[src/rtl/evolved_tester_pkg.sv]
// Shared types and helpers for the evolved-circuit tester: FSM state encoding
// and the width calculation for the per-vector ones counter.
package evolved_tester_pkg;

  typedef enum logic [1:0] {
    IDLE,
    SETTLE,
    SAMPLE,
    REPORT
  } state_t;

  // Bits needed to hold a count from 0 up to and including samples.
  function automatic int ones_width(input int samples);
    return $clog2(samples + 1);
  endfunction

endpackage

[src/rtl/bit_sync_2ff.sv]
// Two-flop synchronizer bringing the asynchronous CUT output into the clk domain.
module bit_sync_2ff (
  input  logic clk,
  input  logic rst_n,
  input  logic d,
  output logic q
);

  logic meta;

  // NOTE: sequential state uses non-blocking assignments so every flop samples
  // the pre-edge value of its neighbour; blocking here would collapse the chain.
  always_ff @(posedge clk or negedge rst_n) begin
    if (!rst_n) begin
      meta <= 1'b0;
      q    <= 1'b0;
    end else begin
      meta <= d;
      q    <= meta;
    end
  end

endmodule

[src/rtl/evolved_circuit_tester.sv]
// Sweeps every input vector through a combinational CUT, samples its output
// after a settle window and streams per-vector statistics plus a truth table.
module evolved_circuit_tester
  import evolved_tester_pkg::*;
#(
  parameter  int IN_WIDTH      = 5,
  parameter  int SETTLE_CYCLES = 4,
  parameter  int SAMPLES       = 16,
  localparam int ONES_W        = ones_width(SAMPLES)
) (
  input  logic                   clk,
  input  logic                   rst_n,
  input  logic                   start,
  output logic [IN_WIDTH-1:0]    cut_in,
  input  logic                   cut_out,
  output logic                   busy,
  output logic                   done,
  output logic                   res_valid,
  input  logic                   res_ready,
  output logic [IN_WIDTH-1:0]    res_vector,
  output logic [ONES_W-1:0]      res_ones,
  output logic                   res_stable,
  output logic [2**IN_WIDTH-1:0] truth_table
);

  localparam int SET_W = $clog2(SETTLE_CYCLES + 1);
  localparam int SMP_W = $clog2(SAMPLES + 1);

  localparam logic [SET_W-1:0]    SETTLE_LAST = SET_W'(SETTLE_CYCLES - 1);
  localparam logic [SMP_W-1:0]    SAMPLE_LAST = SMP_W'(SAMPLES - 1);
  localparam logic [IN_WIDTH-1:0] LAST_VEC    = IN_WIDTH'(2**IN_WIDTH - 1);
  localparam logic [ONES_W-1:0]   ALL_ONES    = ONES_W'(SAMPLES);
  localparam logic [ONES_W-1:0]   HALF        = ONES_W'(SAMPLES / 2);

  state_t             state, state_next;
  logic [SET_W-1:0]   settle_cnt;
  logic [SMP_W-1:0]   sample_cnt;
  logic [ONES_W-1:0]  ones;
  logic [ONES_W-1:0]  ones_final;
  logic               cut_sync;
  logic               load_start, settle_done, sample_done, accept, last_vec;

  bit_sync_2ff u_sync (
    .clk   (clk),
    .rst_n (rst_n),
    .d     (cut_out),
    .q     (cut_sync)
  );

  // cut_in doubles as the current vector index; it only changes on an accept.
  assign last_vec   = (cut_in == LAST_VEC);
  assign ones_final = ones + ONES_W'(cut_sync);
  assign res_valid  = (state == REPORT);

  always_ff @(posedge clk or negedge rst_n) begin
    if (!rst_n) state <= IDLE;
    else        state <= state_next;
  end

  // NOTE: every output of this block gets a default first, so no path through
  // the case leaves a signal unassigned and no latch is inferred.
  always_comb begin
    state_next  = state;
    load_start  = 1'b0;
    settle_done = 1'b0;
    sample_done = 1'b0;
    accept      = 1'b0;
    case (state)
      IDLE: begin
        if (start) begin
          load_start = 1'b1;
          state_next = SETTLE;
        end
      end
      SETTLE: begin
        if (settle_cnt == SETTLE_LAST) begin
          settle_done = 1'b1;
          state_next  = SAMPLE;
        end
      end
      SAMPLE: begin
        if (sample_cnt == SAMPLE_LAST) begin
          sample_done = 1'b1;
          state_next  = REPORT;
        end
      end
      REPORT: begin
        if (res_ready) begin
          accept     = 1'b1;
          state_next = last_vec ? IDLE : SETTLE;
        end
      end
      default: state_next = IDLE;
    endcase
  end

  // NOTE: the truth table is a plain flop vector, not a RAM, so it takes the
  // async reset like any other register and clears with no clock running.
  always_ff @(posedge clk or negedge rst_n) begin
    if (!rst_n) begin
      cut_in      <= '0;
      busy        <= 1'b0;
      done        <= 1'b0;
      res_vector  <= '0;
      res_ones    <= '0;
      res_stable  <= 1'b0;
      truth_table <= '0;
      settle_cnt  <= '0;
      sample_cnt  <= '0;
      ones        <= '0;
    end else begin
      if (load_start) begin
        cut_in      <= '0;
        truth_table <= '0;
        done        <= 1'b0;
        busy        <= 1'b1;
        settle_cnt  <= '0;
      end

      if (state == SETTLE) settle_cnt <= settle_cnt + 1'b1;

      if (settle_done) begin
        ones       <= '0;
        sample_cnt <= '0;
      end

      if (state == SAMPLE) begin
        ones       <= ones_final;
        sample_cnt <= sample_cnt + 1'b1;
      end

      if (sample_done) begin
        res_vector <= cut_in;
        res_ones   <= ones_final;
        res_stable <= (ones_final == '0) || (ones_final == ALL_ONES);
      end

      // A tie (exactly half ones) resolves to 0.
      if (accept) begin
        truth_table[cut_in] <= (res_ones > HALF);
        if (last_vec) begin
          busy <= 1'b0;
          done <= 1'b1;
        end else begin
          cut_in     <= cut_in + 1'b1;
          settle_cnt <= '0;
        end
      end
    end
  end

endmodule

[config.mk]
export PLATFORM = sky130hd
export DESIGN_NAME = evolved_circuit_tester
export DESIGN_NICKNAME = d
export VERILOG_FILES = /design/src/rtl/evolved_tester_pkg.sv /design/src/rtl/bit_sync_2ff.sv /design/src/rtl/evolved_circuit_tester.sv
export SDC_FILE = /design/constraint.sdc
export NUM_CORES = 1
export LEC_CHECK = 0
export CORE_MARGIN = 3
export CORE_UTILIZATION = 35
export DETAILED_ROUTE_END_ITERATION = 6
export GPL_ROUTABILITY_DRIVEN = 1
export PLACE_DENSITY_LB_ADDON = 0.12
export SLEW_MARGIN = 20
export SYNTH_ARGS = -nofsm -noshare
export SYNTH_HDL_FRONTEND = slang
export SYNTH_SLANG_ARGS = --single-unit
[constraint.sdc]
create_clock -name clk -period 2 [get_ports clk]
set_clock_uncertainty 0.05 [all_clocks]
set_input_delay 0.4 -clock clk [delete_from_list [all_inputs] [get_ports clk]]
set_output_delay 0.4 -clock clk [all_outputs]
set_load 0.01 [all_outputs]
==> summary.md <==
| Metric | Value |
|---|---|
| Core Rows | 33 |
| Largest net degree at the start of global routing | 35 |
| Delay-heaviest family, CP | buffers and inverters |
| CP peak stage delay | 0.55 ns |
| Multi-input logic area | 1340 um2 |
| Syn Area/Cell | 11.0 um2 |
| Remaining Overflow, GRT | 0 |
| Dpl hpwl | 5150 um |
| Worst hold stages | 0 |
| DR iter-0 viols | 83 |
| Fin. Hold Viols | 0 |
| Share of cells above drive strength 1 | 15.4% |
| Critical path peak fanout | 3 |
| Slowest CP cell | clkdlybuf4s50_1 |
| Clock-pin slew on the worst setup and hold paths | 0.07 ns |
| Worst skew pair latency | 0.36 ns |
| Startpoint types | flop |
| Max-slew violation count | 0 |
| Clock Tree Buf Depth | 2 |
| Placer Congestion | 0.722 |
| I/O pin cnt | 56 |
| Core Area | 8460 um2 |
| Worst setup path class | reg -> out |
| Setup Total Neg Slack | 0 ns |
| Worst slew margin | 66.4% |
| Fillcell total | 794 |
| Drt wl/cell | 15.5 um |
| Initial Utilization | 37.1% |
| Root Buffer | clkbuf_8 |
| CP cell instances | ha_1, clkdlybuf4s50_1 |
| Vias per cell | 5.13 |
| Die Span X | 101 um |
| Worst Hold End | u_sync.q |
| DRC | 0 |
| Chip height | 101 um |
| Main synth FF type | dfrtp_1 |
| Top cells by area, synth | dfrtp_1 53%, ha_1 6.4%, o31ai_1 5.3% |
| Most common cell after layout, fill and taps aside | dfrtp_1 |
| Required @ worst endpoint | 1.55 ns |
| R2r setup slk | 0.12 ns |
| Max_cap viols | 0 |
| Worst R2R End | res_vector[4] |
| N_diodes | 0 |
| Worst reg2reg startpoint | sample_cnt[0] |
| Initial antenna violation count | 0 |
| Post-synthesis cell count | 287 |
| 1st-pass router iterations | 4 |
| Syn-to-layout area delta | 31.3% |
| Clock Sinks | 67 |
| Vias in the first global route | 2387 |
| First-pass GRT wire length | 12200 um |
| Layout net count | 379 |
| Synth warnings | 0 |
| RSZ-0062 raised after global routing | no |
| Yosys top cell by area | dfrtp_1 |
| Die area | 10200 um2 |
| Final number of setup-violating endpoints | 0 |
| PnR Total Power | 4100 uW |
| Final worst-path cycle share | 96.0% |
| CP bufs+invs | 1 |
| H-tree depth | 3 |
| Static leakage | 0.00178 uW |
| Post-Syn Area | 3140 um2 |
| Synth Register Bits | 67 |
| Status | finished, final reports clean |
| Cell variety after synth | 37 |
| Top-area cell type share of the netlist area | 53.3% |
| Antenna Violating Nets Remaining | 0 |
| Hold path start | u_sync.meta |
| Syn nets | 308 |
| TritonCTS Buffers | 9 |
| PortBufs | 55 |
| FF-to-FF path depth | 5 |
| Register area | 1680 um2 |
| CTS tree | done |
| Worst hold path type | reg -> reg |
| Total Routing Usage GR | 15.6% |
| Fin crit period | 1.92 ns |
| Final WL | 7260 um |
| Pwr Density | 994 nW/um2 |
| Worst Tran Pin Value | 0.504 ns |
| Via count of the routed design | 2399 |
| Post-synth ARST share | 100% |
| VDD IR-drop max | 0.565 mV |
| Commonest non-fill, non-tap cells in the layout | 65 x dfrtp_1, 54 x clkdlybuf4s50_1, 35 x nand2_1, 27 x o21ai_0, 22 x o31ai_1 |
| Fmax | 0.521 GHz |
| Hold slack | 0.306 ns |
| EDFF count, synth | 0 |
| CP Capture Type | output port |
| Post-synthesis sequential area ratio | 53.3% |
| Critical path arrival | 1.47 ns |
==> area by class of cell <==
cell class	instances	area share (%)
Timing Repair Buffer	75	17.5
Clock buffer	10	3.33
Inverter	7	0.637
Multi-Input combinational cell	198	32.5
Clock inverter	6	2.15
Sequential cell	67	40.7
Tap cell	105	3.18
==> worst max path at each step <==
stage                          from         endpoint  slack (ns)  cells after the start
final                      state[0]        res_valid        0.08                      2
after global routing       state[0]        res_valid       0.005                      2
after CTS                 cut_in[3]        cut_in[3]        0.02                      2
after detailed placement  res_ready  truth_table[22]        0.04                      5
after global placement    res_ready  truth_table[24]        0.06                      5
after floorplan           cut_in[0]        cut_in[3]        0.07                      8
==> power by group <==
part	switching [uW]	internal [uW]
clock network	542	735
logic	694	522
registers	105	1510
total	1340	2760
==> state kept, by name, indices dropped and copies added (netlist names) <==
register	count
truth_table	32
ones	5
res_ones	5
u_sync.q	1
cut_in	5
res_stable	1
state	2
res_vector	5
u_sync.meta	1
settle_cnt	3
done	1
sample_cnt	5
busy	1
==> cells in the mapped netlist, types with 5 or more instances <==
library cell,count
o21ai_0,27
and3_1,6
buf_2,7
o31ai_1,22
nand2_1,35
dfrtp_1,67
ha_1,16
nand3b_1,5
o211ai_1,20
nand3_1,18
inv_1,7
mux2_2,8
==> layer usage <==
metal	global-route usage (%)	share of wire, %
met5	0	0
met4	6.63	1.5
met3	4.50	4.5
met2	23.2	46
met1	21.0	48
==> worst reg2reg max path, stage by stage (launching register included) <==
cell and delay [ns]:
dfrtp_1 0.41, ha_1 0.23, and3_1 0.15, ha_1 0.21
nand2_1 0.34, mux2_2 0.38
==> stage by stage <==
stage               cell area [um2]  std cells  setup slack [ns]  utilization [%]
detailed placement             3870        448            0.0431             45.7
global route                   4130        468           0.00537             48.8
finish                         4130        468            0.0797             48.8
CTS                            4120        467            0.0219             48.7
floorplan                      3140        287            0.0671                -
global placement               3870        448            0.0555             45.7
==> repair_timing <==
action,CTS,global route
gates resized for setup,2,0
pin swaps,0,0
hold buffers,1,0
cloned,0,0
buffers inserted,2,1
endpoints found under the hold margin,19,0
endpoints found under the setup margin,3,1
==> cells by family (layout without fill, tap and decap cells) <==
group,count (synthesis),count (layout),synth area share (%)
AO/OA/AOI/OAI,84,84,18.4
XOR/XNOR,5,5,1.39
adder cells (fa/ha/maj),16,16,6.37
buffers and inverters,22,98,4.02
flip-flops,67,67,53.3
multiplexers,8,8,2.87
AND/OR/NAND/NOR,85,85,13.6
Note: power is estimated with default switching activity, not from simulation.
